===== src/rtl/tage_sched_pkg.sv =====
// Shared types for the TAGE/SC table SRAM access scheduler.
// Holds the scheduler FSM states, the queue-count width helper and the
// default-geometry update entry.
package tage_sched_pkg;

  // Scheduler FSM: sweep the bank to zero, then arbitrate.
  typedef enum logic {
    INIT = 1'b0,
    RUN  = 1'b1
  } state_t;

  // Occupancy counter width for a power-of-two queue: it must hold 0..depth.
  function automatic int cnt_width(input int depth);
    return $clog2(depth) + 1;
  endfunction

  // Default table geometry (11-bit set index, 16-bit row).
  localparam int DEF_IDX_W  = 11;
  localparam int DEF_DATA_W = 16;

  // One queued update write at the default geometry. Instances built for a
  // different geometry pass their own struct type to the FIFO.
  typedef struct packed {
    logic [DEF_IDX_W-1:0]  idx;
    logic [DEF_DATA_W-1:0] data;
  } upd_entry_t;

endpackage


===== src/rtl/tage_upd_fifo.sv =====
// Update-write queue for the TAGE SRAM scheduler.
// Power-of-two FIFO with same-cycle head visibility; a push into a full queue
// succeeds when a pop happens in the same cycle. All slots and their valid
// bits are exposed so the write-bypass comparators can search the queue.
module tage_upd_fifo
  import tage_sched_pkg::*;
#(
  parameter int  DEPTH   = 4,
  parameter type entry_t = upd_entry_t
) (
  input  logic                       clock,
  input  logic                       reset,
  input  logic                       push,
  input  entry_t                     push_entry,
  input  logic                       pop,
  output entry_t                     head_entry,
  output entry_t [DEPTH-1:0]         entries,
  output logic   [DEPTH-1:0]         valid,
  output logic   [$clog2(DEPTH)-1:0] head_ptr,
  output logic                       full,
  output logic                       empty,
  output logic                       push_ok
);

  localparam int PTR_W = $clog2(DEPTH);
  localparam int CNT_W = cnt_width(DEPTH);

  entry_t [DEPTH-1:0] mem;
  logic [PTR_W-1:0]   head_reg;
  logic [PTR_W-1:0]   tail_reg;
  logic [CNT_W-1:0]   count_reg;
  logic               do_pop;

  assign full       = (count_reg == CNT_W'(DEPTH));
  assign empty      = (count_reg == '0);
  assign do_pop     = pop && !empty;
  assign push_ok    = push && (!full || do_pop);
  assign head_entry = mem[head_reg];
  assign head_ptr   = head_reg;

  // A slot is live when its distance from the head is below the occupancy.
  for (genvar gi = 0; gi < DEPTH; gi++) begin : g_slot
    assign entries[gi] = mem[gi];
    assign valid[gi]   = ({1'b0, PTR_W'(gi) - head_reg} < count_reg);
  end

  // Storage needs no reset: slot validity comes from the pointers.
  always_ff @(posedge clock) begin
    if (push_ok) begin
      mem[tail_reg] <= push_entry;
    end
  end

  // Pointers wrap naturally because DEPTH is a power of two.
  always_ff @(posedge clock) begin
    if (reset) begin
      head_reg  <= '0;
      tail_reg  <= '0;
      count_reg <= '0;
    end else begin
      if (push_ok) tail_reg <= tail_reg + PTR_W'(1);
      if (do_pop)  head_reg <= head_reg + PTR_W'(1);
      count_reg <= count_reg + CNT_W'(push_ok) - CNT_W'(do_pop);
    end
  end

endmodule


===== src/rtl/tage_sram_sched.sv =====
// Access scheduler for one single-port TAGE/SC table SRAM bank.
// After reset it sweeps the bank to zero, then each cycle arbitrates between a
// prediction read and the head of the update queue. Reads win until a pending
// write has been denied STARVE_MAX times in a row.
// Optional feature: define TAGE_SCHED_WRBYPASS_EN to forward queued update
// data to a granted read that hits the same set index.
module tage_sram_sched
  import tage_sched_pkg::*;
#(
  parameter int IDX_W      = 11,
  parameter int DATA_W     = 16,
  parameter int UPD_QDEPTH = 4,
  parameter int STARVE_MAX = 3
) (
  input  logic              clock,
  input  logic              reset,
  input  logic              rd_req_valid,
  input  logic [IDX_W-1:0]  rd_req_idx,
  output logic              rd_grant,
  input  logic              upd_in_valid,
  input  logic [IDX_W-1:0]  upd_in_idx,
  input  logic [DATA_W-1:0] upd_in_data,
  output logic              sram_en,
  output logic              sram_wen,
  output logic [IDX_W-1:0]  sram_addr,
  output logic [DATA_W-1:0] sram_wdata,
  output logic              init_done,
  output logic              upd_q_full,
  output logic [5:0]        drop_cnt,
  output logic              fwd_valid,
  output logic [DATA_W-1:0] fwd_data
);

  localparam int PTR_W = $clog2(UPD_QDEPTH);
  localparam int STV_W = $clog2(STARVE_MAX + 1);

  typedef struct packed {
    logic [IDX_W-1:0]  idx;
    logic [DATA_W-1:0] data;
  } entry_t;

  state_t                      state_reg, state_next;
  logic [IDX_W-1:0]            ptr_reg;
  logic [STV_W-1:0]            starve_reg, starve_next;
  logic [5:0]                  drop_reg;
  logic                        push_req, pop, push_ok;
  logic                        fifo_full, fifo_empty;
  entry_t                      head_entry;
  entry_t [UPD_QDEPTH-1:0]     fifo_entries;
  logic   [UPD_QDEPTH-1:0]     fifo_valid;
  logic   [PTR_W-1:0]          fifo_head_ptr;

  // Updates arriving during the sweep are discarded: the table is being cleared.
  assign push_req   = upd_in_valid && (state_reg == RUN);
  assign init_done  = (state_reg == RUN);
  assign upd_q_full = fifo_full;
  assign drop_cnt   = drop_reg;

  tage_upd_fifo #(
    .DEPTH   (UPD_QDEPTH),
    .entry_t (entry_t)
  ) u_fifo (
    .clock      (clock),
    .reset      (reset),
    .push       (push_req),
    .push_entry ('{idx: upd_in_idx, data: upd_in_data}),
    .pop        (pop),
    .head_entry (head_entry),
    .entries    (fifo_entries),
    .valid      (fifo_valid),
    .head_ptr   (fifo_head_ptr),
    .full       (fifo_full),
    .empty      (fifo_empty),
    .push_ok    (push_ok)
  );

  // Sweep / arbitration: SRAM controls from registered state plus the request.
  always_comb begin
    state_next  = state_reg;
    starve_next = starve_reg;
    sram_en     = 1'b0;
    sram_wen    = 1'b0;
    sram_addr   = '0;
    sram_wdata  = '0;
    rd_grant    = 1'b0;
    pop         = 1'b0;
    if (state_reg == INIT) begin
      sram_en   = 1'b1;
      sram_wen  = 1'b1;
      sram_addr = ptr_reg;
      if (ptr_reg == '1) state_next = RUN;
    end else if (rd_req_valid && (fifo_empty || starve_reg < STV_W'(STARVE_MAX))) begin
      rd_grant    = 1'b1;
      sram_en     = 1'b1;
      sram_addr   = rd_req_idx;
      starve_next = fifo_empty ? '0 : starve_reg + STV_W'(1);
    end else if (!fifo_empty) begin
      sram_en     = 1'b1;
      sram_wen    = 1'b1;
      sram_addr   = head_entry.idx;
      sram_wdata  = head_entry.data;
      pop         = 1'b1;
      starve_next = '0;
    end else begin
      starve_next = '0;
    end
  end

  // FSM, sweep pointer, starvation counter and saturating drop counter.
  always_ff @(posedge clock) begin
    if (reset) begin
      state_reg  <= INIT;
      ptr_reg    <= '0;
      starve_reg <= '0;
      drop_reg   <= '0;
    end else begin
      state_reg  <= state_next;
      starve_reg <= starve_next;
      if (state_reg == INIT) ptr_reg <= ptr_reg + IDX_W'(1);
      if (push_req && !push_ok && drop_reg != 6'd63) drop_reg <= drop_reg + 6'd1;
    end
  end

`ifdef TAGE_SCHED_WRBYPASS_EN
  logic [UPD_QDEPTH-1:0] match;
  logic [PTR_W-1:0]      slot;
  logic                  hit;
  logic [DATA_W-1:0]     hit_data;
  logic                  fwd_valid_reg;
  logic [DATA_W-1:0]     fwd_data_reg;

  for (genvar gi = 0; gi < UPD_QDEPTH; gi++) begin : g_cmp
    assign match[gi] = fifo_valid[gi] && (fifo_entries[gi].idx == rd_req_idx);
  end

  // Walk oldest to youngest so the youngest hit wins; an update accepted
  // this cycle is younger than anything already queued.
  always_comb begin
    hit      = 1'b0;
    hit_data = '0;
    slot     = '0;
    for (int k = 0; k < UPD_QDEPTH; k++) begin
      slot = fifo_head_ptr + PTR_W'(k);
      if (match[slot]) begin
        hit      = 1'b1;
        hit_data = fifo_entries[slot].data;
      end
    end
    if (push_ok && upd_in_idx == rd_req_idx) begin
      hit      = 1'b1;
      hit_data = upd_in_data;
    end
  end

  // Forward result lines up with the SRAM read data one cycle later.
  always_ff @(posedge clock) begin
    if (reset) begin
      fwd_valid_reg <= 1'b0;
      fwd_data_reg  <= '0;
    end else begin
      fwd_valid_reg <= rd_grant && hit;
      fwd_data_reg  <= hit_data;
    end
  end

  assign fwd_valid = fwd_valid_reg;
  assign fwd_data  = fwd_data_reg;
`else
  logic unused_bypass;
  assign unused_bypass = ^{fifo_entries, fifo_valid, fifo_head_ptr};
  assign fwd_valid     = 1'b0;
  assign fwd_data      = '0;
`endif

endmodule

===== config.mk =====
export PLATFORM = sky130hd
export DESIGN_NAME = tage_sram_sched
export DESIGN_NICKNAME = d
export VERILOG_FILES = /design/src/rtl/tage_sched_pkg.sv /design/src/rtl/tage_upd_fifo.sv /design/src/rtl/tage_sram_sched.sv
export SDC_FILE = /design/constraint.sdc
export NUM_CORES = 1
export LEC_CHECK = 0
export CAP_MARGIN = 20
export CORE_MARGIN = 10
export CORE_UTILIZATION = 43
export CTS_CLUSTER_SIZE = 8
export DETAILED_ROUTE_END_ITERATION = 8
export HOLD_SLACK_MARGIN = 0.02
export PLACE_DENSITY = 0.67
export SYNTH_ARGS = -nofsm -noshare
export SYNTH_HDL_FRONTEND = slang
export SYNTH_SLANG_ARGS = --single-unit

===== constraint.sdc =====
create_clock -name clock -period 4.4 [get_ports clock]
set_input_delay 0.66 -clock clock [delete_from_list [all_inputs] [get_ports clock]]
set_output_delay 0.66 -clock clock [all_outputs]
set_load 0.03 [all_outputs]

## Yosys cells after proc, flatten, opt, wreduce, memory -nomap -nowiden

Cells that the tools add are included.

- $add $sub $neg: 7
- $mul: 0
- Divide/modulo/power cells: 0
- Magnitude comparators: 4
- Equal/unequal tests: 3
- Shift-type cells: 0
- Muxes and demuxes: 23
- Bitwise gates (word level): 0
- Reductions and logical operators: 13

Operators with widths:

| operator | count |
|---|---|
| $bwmux 108 | 1 |
| $bmux 27 s2 | 1 |
| $demux 27 s2 | 1 |
| $mux 27 | 2 |
| $mux 16 | 3 |
| $mux 11 | 3 |
| $add 11x1->11 const B | 1 |
| $eq 11x11->1 const B | 1 |
| $mux 1 | 10 |
| $logic_and 1x1->1 | 7 |
| $add 2x1->2 const B | 3 |
| $add 6x1->6 const B | 1 |
| $lt 2x3->1 const B | 2 |
| $ne 6x6->1 const B | 1 |
| $mux 2 | 2 |
| $add 3x1->3 | 1 |
| $eq 3x3->1 const B | 1 |
| $logic_not 1->1 | 3 |
| $logic_not 3->1 | 1 |
| $sub 3x1->3 | 1 |
| $ge 2x1->1 const B | 1 |
| $logic_or 1x1->1 | 2 |
| $lt 2x2->1 const B | 1 |

- Register bits: 135
- Bits in latches: 0
- Bits in writable memories: 0
- ROM bits: 0
- Input port bits: 42
- Output and inout bits: 55
- Logic and storage cells: 65
- Memories kept: 0

## Depth between registers and ports, before layout

Gate-level depths: netlist (run 1).

- Depth after elaboration: 11
- Mapped depth: 12
- Mapped depth without buffers: 11

## Hierarchy

A second synthesis (run 1) with hierarchy kept.

- Cells, all modules: 410
- Area total of the unflattened synthesis: 6045.8 µm²

Modules (own cells, without submodules):

| module | instances | cells each | area an instance (µm²) | seq. area each (µm²) |
|---|---|---|---|---|
| tage_upd_fifo | 1 | 207 | 4488.1 | 3383.2 |
| tage_sram_sched | 1 | 203 | 1557.7 | 400.4 |

## Worst setup path before layout (run 1)

Ideal clock, no wire load.

- Kind: flip-flop to flip-flop
- Start: register u_fifo.count_reg[1]
- End: register u_fifo.count_reg[2]
- Library setup time: 0.128 ns
- Data arrival time: 2.311 ns
- Data required time: 4.272 ns
- Path slack: 1.961 ns
- Stages on the path, launching flop included: 12
- Buffers on the path: 1
- Clock period less this slack: 2.439 ns
- Cell sequence: dfxtp_1 -> or3_4 -> and3_4 -> clkbuf_1 -> ha_1 -> inv_1 -> ha_1 -> inv_1 -> fa_1 -> xor2_1 -> xnor2_1 -> nor2_1

- Word-level cells in the longest chain between the ends: 10
- Elaborated cells between the ends (all ways): 14
- Those cells by class: add/sub: 2; eq/ne: 1; mux: 3; reduce/logical: 8

Ends and longest elaborated chain:

| item | line | source |
|---|---|---|
| from (decl) | tage_upd_fifo.sv:31 | `logic [CNT_W-1:0] count_reg;` |
| from (signal assigned) | tage_upd_fifo.sv:63 | `count_reg <= count_reg + CNT_W'(push_ok) - CNT_W'(do_pop);` |
| $logic_not 3->1 * | tage_upd_fifo.sv:35 | `assign empty = (count_reg == '0);` |
| $logic_or 1x1->1 | tage_sram_sched.sv:92 | `end else if (rd_req_valid && (fifo_empty \|\| starve_reg < STV_W'(STARVE_MAX))) begin` |
| $logic_and 1x1->1 | tage_sram_sched.sv:92 |  |
| $mux 1 | tage_sram_sched.sv:92 |  |
| $mux 1 | tage_sram_sched.sv:87 | `if (state_reg == INIT) begin` |
| $logic_and 1x1->1 * | tage_upd_fifo.sv:36 | `assign do_pop = pop && !empty;` |
| via u_fifo.do_pop | tage_upd_fifo.sv:32 | `logic do_pop;` |
| $logic_or 1x1->1 | tage_upd_fifo.sv:37 | `assign push_ok = push && (!full \|\| do_pop);` |
| $logic_and 1x1->1 | tage_upd_fifo.sv:37 |  |
| $add 3x1->3 | tage_upd_fifo.sv:63 |  |
| $sub 3x1->3 * | tage_upd_fifo.sv:63 |  |

Mark *: on every way through the listed nets, which the timed path passes. The rest lies on a longest branch.
A chain may end at the register's enable or synchronous reset.

## Worst setup path after layout (run 1)

- Start: register u_fifo.head_reg[0], in the netlist u_fifo.head_ptr[0]
- End: output sram_wdata[11]

- Word-level cells in the longest chain between the ends: 5

Ends and longest elaborated chain:

| item | line | source |
|---|---|---|
| from (decl) | tage_upd_fifo.sv:29 | `logic [PTR_W-1:0] head_reg;` |
| from (signal assigned) | tage_upd_fifo.sv:62 | `if (do_pop) head_reg <= head_reg + PTR_W'(1);` |
| $bmux 27 s2 | tage_upd_fifo.sv:38 | `assign head_entry = mem[head_reg];` |
| $mux 27 (implied by the code) | tage_upd_fifo.sv:38 |  |
| $mux 16 | tage_sram_sched.sv:97 | `end else if (!fifo_empty) begin` |
| $mux 16 | tage_sram_sched.sv:92 |  |
| $mux 16 | tage_sram_sched.sv:87 |  |
| to (decl) | tage_sram_sched.sv:26 | `output logic [DATA_W-1:0] sram_wdata,` |

No other way between the ends. The select of a mux whose other input is x is not followed.

==> results of run 1 <==
-- worst min-delay path: stages, from the launching register on --
cell	delay, ns
sky130_fd_sc_hd__dfxtp_1	0.32
sky130_fd_sc_hd__nand2b_1	0.07
sky130_fd_sc_hd__a21oi_1	0.06
-- cells in the mapped netlist, drive strengths merged --
master | number | area, sq um
nand4b | 1 | 8.76
and3 | 3 | 23.8
clkbuf | 8 | 31.3
or4 | 3 | 22.5
and4 | 1 | 8.76
xnor2 | 5 | 43.8
nor2b | 5 | 31.3
a21oi | 12 | 63.8
o31ai | 3 | 22.5
nor3 | 3 | 15.0
mux2i | 2 | 20.0
and3b | 1 | 8.76
nand3 | 6 | 30.0
o21ba | 1 | 10.0
conb | 1 | 3.75
nand2 | 7 | 28.8
dfxtp | 27 | 541
mux4 | 27 | 608
o21ai | 14 | 70.1
a22oi | 10 | 75.1
nor3b | 1 | 18.8
or3 | 5 | 36.3
nand3b | 1 | 7.51
nor4 | 1 | 6.26
nor2 | 17 | 63.8
edfxtp | 108 | 3240
o31a | 1 | 8.76
a31o | 1 | 8.76
nand4 | 3 | 18.8
xor2 | 7 | 61.3
and2 | 21 | 131
buf | 26 | 188
fa | 1 | 20.0
a41oi | 1 | 8.76
inv | 17 | 63.8
nand2b | 3 | 18.8
a221o | 1 | 10.0
ha | 9 | 113
-- layer usage --
metal  vias up  part of all wire (%)  track usage (%)
met5         -                     0                0
met2       111                    47             21.5
li1       1531                     -                -
met3         8                   9.0             5.90
met4         0                  0.88             3.59
met1      1624                    43             15.5
-- worst min-delay path by stage --
stage / start / to / slack (ns) / depth (start not counted)
3_5_place_dp: starve_reg[1]$_SDFFE_PP0P_ / starve_reg[1]$_SDFFE_PP0P_ / 0.47 / 2
6_report: starve_reg[1]$_SDFFE_PP0P_ / starve_reg[1]$_SDFFE_PP0P_ / 0.50 / 2
5_1_grt: starve_reg[1]$_SDFFE_PP0P_ / starve_reg[1]$_SDFFE_PP0P_ / 0.52 / 2
2_1_floorplan: starve_reg[1]$_SDFFE_PP0P_ / starve_reg[1]$_SDFFE_PP0P_ / 0.45 / 2
4_1_cts: starve_reg[0]$_SDFFE_PP0P_ / starve_reg[0]$_SDFFE_PP0P_ / 0.50 / 2
3_3_place_gp: starve_reg[1]$_SDFFE_PP0P_ / starve_reg[1]$_SDFFE_PP0P_ / 0.46 / 2
-- cell families after synthesis --
group           after synthesis
other cells                   1
fa+ha+maj                    10
compound gates               44
mux                          29
simple gates                 82
xor+xnor                     12
flops                       135
buf+inv                      51
-- layout make-up --
type	instances	area (sq um)
Timing Repair Buffer	89	923
Multi-Input combinational cell	194	1690
Tap cell	172	215
Clock inverter	14	199
Sequential cell	135	3780
Fill cell	994	5470
Inverter	17	63.8
Clock buffer	18	429
-- per-stage QoR --
stage                     area, sq um  total power, W
after floorplan                  5750         0.00146
after global placement           6650         0.00149
after detailed placement         6650         0.00150
after CTS                        7270         0.00298
after global routing             7300         0.00305
final                            7300         0.00296
-- report_power, final --
part / switching (W) / internal [W]
sequential: 0.00000265 / 0.00138
combinational: 0.0000491 / 0.0000436
clock: 0.000528 / 0.000953
total: 0.000580 / 0.00238
==> metrics.txt, run 1 <==
largest family of logic cells by synthesized area=multiplexers; final count of pins violating max slew=0; Synth warnings=0; Post-CTS Repair Setup Buffers=0; I/O pins=97; Nets=506; Seq/Total Area, Yosys=66.5%; simple-gate share of the synthesized area=8.42%; setup slack of the worst register-to-register path=1.59 ns; class of the most critical setup path=reg2out; core utilization of the finished layout=57.2%; average cell area after synthesis=15.6 sq um; count of hold buffers inserted by post-cts repair=0; number of global-route vias before repair=3433; leakage component of the power=2.39 nW; Reg2Reg Depth=5; source-to-sink clock delay at the later pin of the worst-skew pair=0.41 ns; Detailed Place HPWL=7.83 mm; endpoint of the lowest-slack register-to-register path=u_fifo.entries[25]$_DFFE_PP_; total standard cell area after synthesis=0.00569 sq mm; number of violations reported at the end of detailed-routing iteration 0=183; setup-violating endpoint count in the final report=0; reported max-cap violation count=0; clock transition at the registers of the reported paths=0.05 ns; global-route congestion overflow total=0; Final Non-Filler Cells=639; first-pass GRT wire length=18.4 mm; worst clock skew on the final layout=0.00801 ns; Pre-antenna DRT Iters=4; worst setup slack after placement=0.927 ns; slowest cell on the critical path=sky130_fd_sc_hd__clkdlybuf4s50_1; per-cell routed wire length=18.3 microns; XOR/XNOR share of the synthesized area=1.85%; adder-cell share of the synthesized area=2.33%; Largest register FFs=108; CP delay by family, top=buffers and inverters; count of distinct cell types in the synthesized netlist=46; Die Y-Extent=135 microns; share of the clock period used by the worst path after layout=79.5%; largest stage delay on the critical path=0.59 ns; max-slew headroom at the worst pin=35.2%; wire length after detailed routing=11.7 mm; fraction of final layout cells sized beyond drive strength 1=16.1%; Data required, critical path=3.74 ns; crit path cell chain=buf_4, buf_4, mux4_2, and2_1, clkdlybuf4s50_1; CP startpoint=u_fifo.head_ptr[0]$_SDFFE_PP0P_; maximum number of pins on one net before global-route repair=30; most common cell after layout, fill and taps aside=sky130_fd_sc_hd__edfxtp_1; cts repair resizes=0; buffering stage count on the worst path with inverters included=3; remaining design rule violation count=0; Antenna Diode Count=0; Min Hold Slack=0.502 ns; worst-path maximum fanout=18; number of buffers inserted during clock tree synthesis=17; number of flip-flops and latches in the synthesized netlist=135; ratio of routed vias to standard cells=5.12; most prevalent standard cell on the critical path=sky130_fd_sc_hd__buf_4; FF-to-FF Start=init_done$_SDFF_PP0_; shortest period the worst path allows=3.50 ns; Antenna Nets Post-Route=0; Setup TNS Final=0 ns; global-route usage over all layers=13.2%; starting density of the core=44.6%; type of the tightest min-delay check=reg2reg; x dimension of the die=135 microns; upper clock frequency limit=286 MHz; commonest cells after routing, fill and taps aside=sky130_fd_sc_hd__edfxtp_1 (108), sky130_fd_sc_hd__clkdlybuf4s50_1 (79), sky130_fd_sc_hd__mux4_2 (27), sky130_fd_sc_hd__dfxtp_1 (26), sky130_fd_sc_hd__and2_1 (21); Sink Count=135; data arrival time of the critical path=2.84 ns; clock root buffer=sky130_fd_sc_hd__clkbuf_16; areal power density over the cells=405 mW/mm^2; capture point of the worst path=sram_wdata[11]; final hold viol count=0; clock tree from TritonCTS=built; antenna violations before repair=0; type of element launching the critical path=register; total instance count after detailed placement=606; final critical-path setup slack=0.904 ns; final estimated routing congestion in global placement=0.781; CTS max path bufs=2; area grow syn2layout=28.3%; gate count after technology mapping=364; die outline area=0.0182 sq mm; number of cells on the critical path=5; number of port buffers=79; overall via count from detail_route=3274; transition time at the pin with the least slew margin=0.970 ns; critical path capture point type=output port; run status=complete, no violations; worst vdd ir=0.000276 V; RSZ-0062 raised after global routing=no; # H-tree levels=4; placeable core area=0.0128 sq mm; fraction of the mapped netlist area in compound gates=4.88%; proportion of synthesized area in mux cells=11.0%; std cell rows=41
No activity file was read; power rests on OpenSTA's default activity.
==> run 2: changes to the inputs <==
--- a/config.mk
+++ b/config.mk
@@ -11,7 +11,7 @@
 export CTS_CLUSTER_SIZE = 8
 export DETAILED_ROUTE_END_ITERATION = 8
 export HOLD_SLACK_MARGIN = 0.02
-export PLACE_DENSITY = 0.67
+export PLACE_DENSITY = 0.7
 export SYNTH_ARGS = -nofsm -noshare
 export SYNTH_HDL_FRONTEND = slang
 export SYNTH_SLANG_ARGS = --single-unit
==> constraint.sdc (replaced) <==
create_clock -name clock -period 3.03 [get_ports clock]
set_input_delay 0.4545 -clock clock [delete_from_list [all_inputs] [get_ports clock]]
set_output_delay 0.4545 -clock clock [all_outputs]
set_load 0.03 [all_outputs]
==> metrics.txt, run 2 (synthesis gave the netlist of run 1 again) <==
run status=complete, no violations (unchanged); Data required, critical path=2.58 ns (was 3.74 ns); setup-violating endpoint count in the final report=0 (unchanged); number of port buffers=79 (unchanged); clock root buffer=sky130_fd_sc_hd__clkbuf_16 (unchanged); shortest period the worst path allows=2.90 ns; share of the clock period used by the worst path after layout=95.6%; remaining design rule violation count=0 (unchanged); first-pass GRT wire length=18.5 mm (was 18.4 mm); critical path capture point type=output port (unchanged); Antenna Nets Post-Route=0 (unchanged); global-route usage over all layers=13.1% (was 13.2%); Die Y-Extent=135 microns (unchanged); wire length after detailed routing=11.6 mm (was 11.7 mm); Antenna Diode Count=0 (unchanged); number of violations reported at the end of detailed-routing iteration 0=351 (was 183); std cell rows=41 (unchanged); die outline area=0.0182 sq mm (unchanged); Detailed Place HPWL=7.53 mm (was 7.83 mm); CP delay by family, top=simple AND/OR/NAND/NOR gates (was buffers and inverters); Setup TNS Final=0 ns (unchanged); FF-to-FF Start=u_fifo.count_reg[1]$_SDFF_PP0_ (was init_done$_SDFF_PP0_); CTS max path bufs=2 (unchanged); type of element launching the critical path=register (unchanged); worst-path maximum fanout=19 (was 18); antenna violations before repair=1 (was 0); cts repair resizes=0 (unchanged); Pre-antenna DRT Iters=5 (was 4); type of the tightest min-delay check=reg2reg (unchanged); Post-CTS Repair Setup Buffers=0 (unchanged); most common cell after layout, fill and taps aside=sky130_fd_sc_hd__edfxtp_1 (unchanged); Nets=510 (was 506); placeable core area=0.0128 sq mm (unchanged); per-cell routed wire length=18.1 microns (was 18.3 microns); final hold viol count=0 (unchanged); area grow syn2layout=25.8% (was 28.3%); CP startpoint=u_fifo.count_reg[1]$_SDFF_PP0_ (was u_fifo.head_ptr[0]$_SDFFE_PP0P_); leakage component of the power=2.38 nW (was 2.39 nW); count of hold buffers inserted by post-cts repair=0 (unchanged); Largest register FFs=108 (unchanged); Sink Count=135 (unchanged); crit path cell chain=or3_4, and3_4, a221o_1, clkdlybuf4s50_1 (was buf_4, buf_4, mux4_2, and2_1, clkdlybuf4s50_1); I/O pins=97 (unchanged); slowest cell on the critical path=sky130_fd_sc_hd__clkdlybuf4s50_1 (unchanged); commonest cells after routing, fill and taps aside=sky130_fd_sc_hd__edfxtp_1 (108), sky130_fd_sc_hd__clkdlybuf4s50_1 (69), sky130_fd_sc_hd__mux4_2 (27), sky130_fd_sc_hd__dfxtp_1 (26), sky130_fd_sc_hd__buf_4 (23) (was sky130_fd_sc_hd__edfxtp_1 (108), sky130_fd_sc_hd__clkdlybuf4s50_1 (79), sky130_fd_sc_hd__mux4_2 (27), sky130_fd_sc_hd__dfxtp_1 (26), sky130_fd_sc_hd__and2_1 (21)); Min Hold Slack=0.490 ns (was 0.502 ns); worst clock skew on the final layout=0.00900 ns (was 0.00801 ns); overall via count from detail_route=3301 (was 3274); largest stage delay on the critical path=0.60 ns (was 0.59 ns); # H-tree levels=4 (unchanged); upper clock frequency limit=345 MHz; setup slack of the worst register-to-register path=0.51 ns (was 1.59 ns); buffering stage count on the worst path with inverters included=1 (was 3); source-to-sink clock delay at the later pin of the worst-skew pair=0.41 ns (about the same); x dimension of the die=135 microns (unchanged); fraction of final layout cells sized beyond drive strength 1=18.7% (was 16.1%); RSZ-0062 raised after global routing=no (unchanged); clock transition at the registers of the reported paths=0.05 ns (about the same); areal power density over the cells=553 mW/mm^2 (was 405 mW/mm^2); class of the most critical setup path=reg2out (unchanged); number of global-route vias before repair=3439 (was 3433); final estimated routing congestion in global placement=0.737 (was 0.781); maximum number of pins on one net before global-route repair=28 (was 30); worst vdd ir=0.000452 V (was 0.000276 V); global-route congestion overflow total=0 (unchanged); final count of pins violating max slew=0 (unchanged); data arrival time of the critical path=2.44 ns (was 2.84 ns); number of buffers inserted during clock tree synthesis=17 (unchanged); reported max-cap violation count=0 (unchanged); ratio of routed vias to standard cells=5.13 (was 5.12); min-delay src=starve_reg[1]$_SDFFE_PP0P_ (unchanged); clock tree from TritonCTS=built (unchanged); starting density of the core=44.6% (unchanged)
-- run 2: stage by stage --
stage,util (%),power [W],worst slack (ns),instance area [sq um],instances
after floorplan,-,0.00211,0.591,5750,380
after global placement,51.9,0.00217,0.318,6630,611
after detailed placement,51.9,0.00217,0.256,6630,611
after CTS,56.1,0.00399,0.108,7160,643
after global routing,56.1,0.00409,0.0366,7160,643
final,56.1,0.00396,0.134,7160,643
-- run 2: worst paths after layout --
kind,to,cells after the start
worst max-delay path,sram_addr[0],4
worst min-delay path,starve_reg[1]$_SDFFE_PP0P_,2
worst max register to register,u_fifo.count_reg[2]$_SDFF_PP0_,10
worst min register to register,starve_reg[1]$_SDFFE_PP0P_,2
-- run 2: final cells by class --
cell class | instances | area (sq um)
inverter | 17 | 63.8
clock inverter | 13 | 93.8
clock buffer | 19 | 433
timing repair buffer | 93 | 883
fill | 1001 | 5610
multi-input combinational | 194 | 1690
tap | 172 | 215
sequential | 135 | 3780
-- run 2: routing by layer --
layer / vias to the layer above / global-route usage, % / routed length [microns]
li1: 1543 / - / -
met5: - / 0 / 10
met1: 1641 / 16.4 / 5260
met3: 4 / 6.19 / 1010
met2: 111 / 20.1 / 5300
met4: 2 / 3.11 / 30
-- run 2: tightest hold or removal path: stages, from the launching register on --
cell and delay, ns:
sky130_fd_sc_hd__dfxtp_1 0.31, sky130_fd_sc_hd__nand2b_1 0.07, sky130_fd_sc_hd__a21oi_1 0.06
-- run 2: report_power, final --
part | internal [W] | switching (W)
Combinational | 0.0000595 | 0.0000720
Sequential | 0.00200 | 0.00000364
Clock | 0.00105 | 0.000770
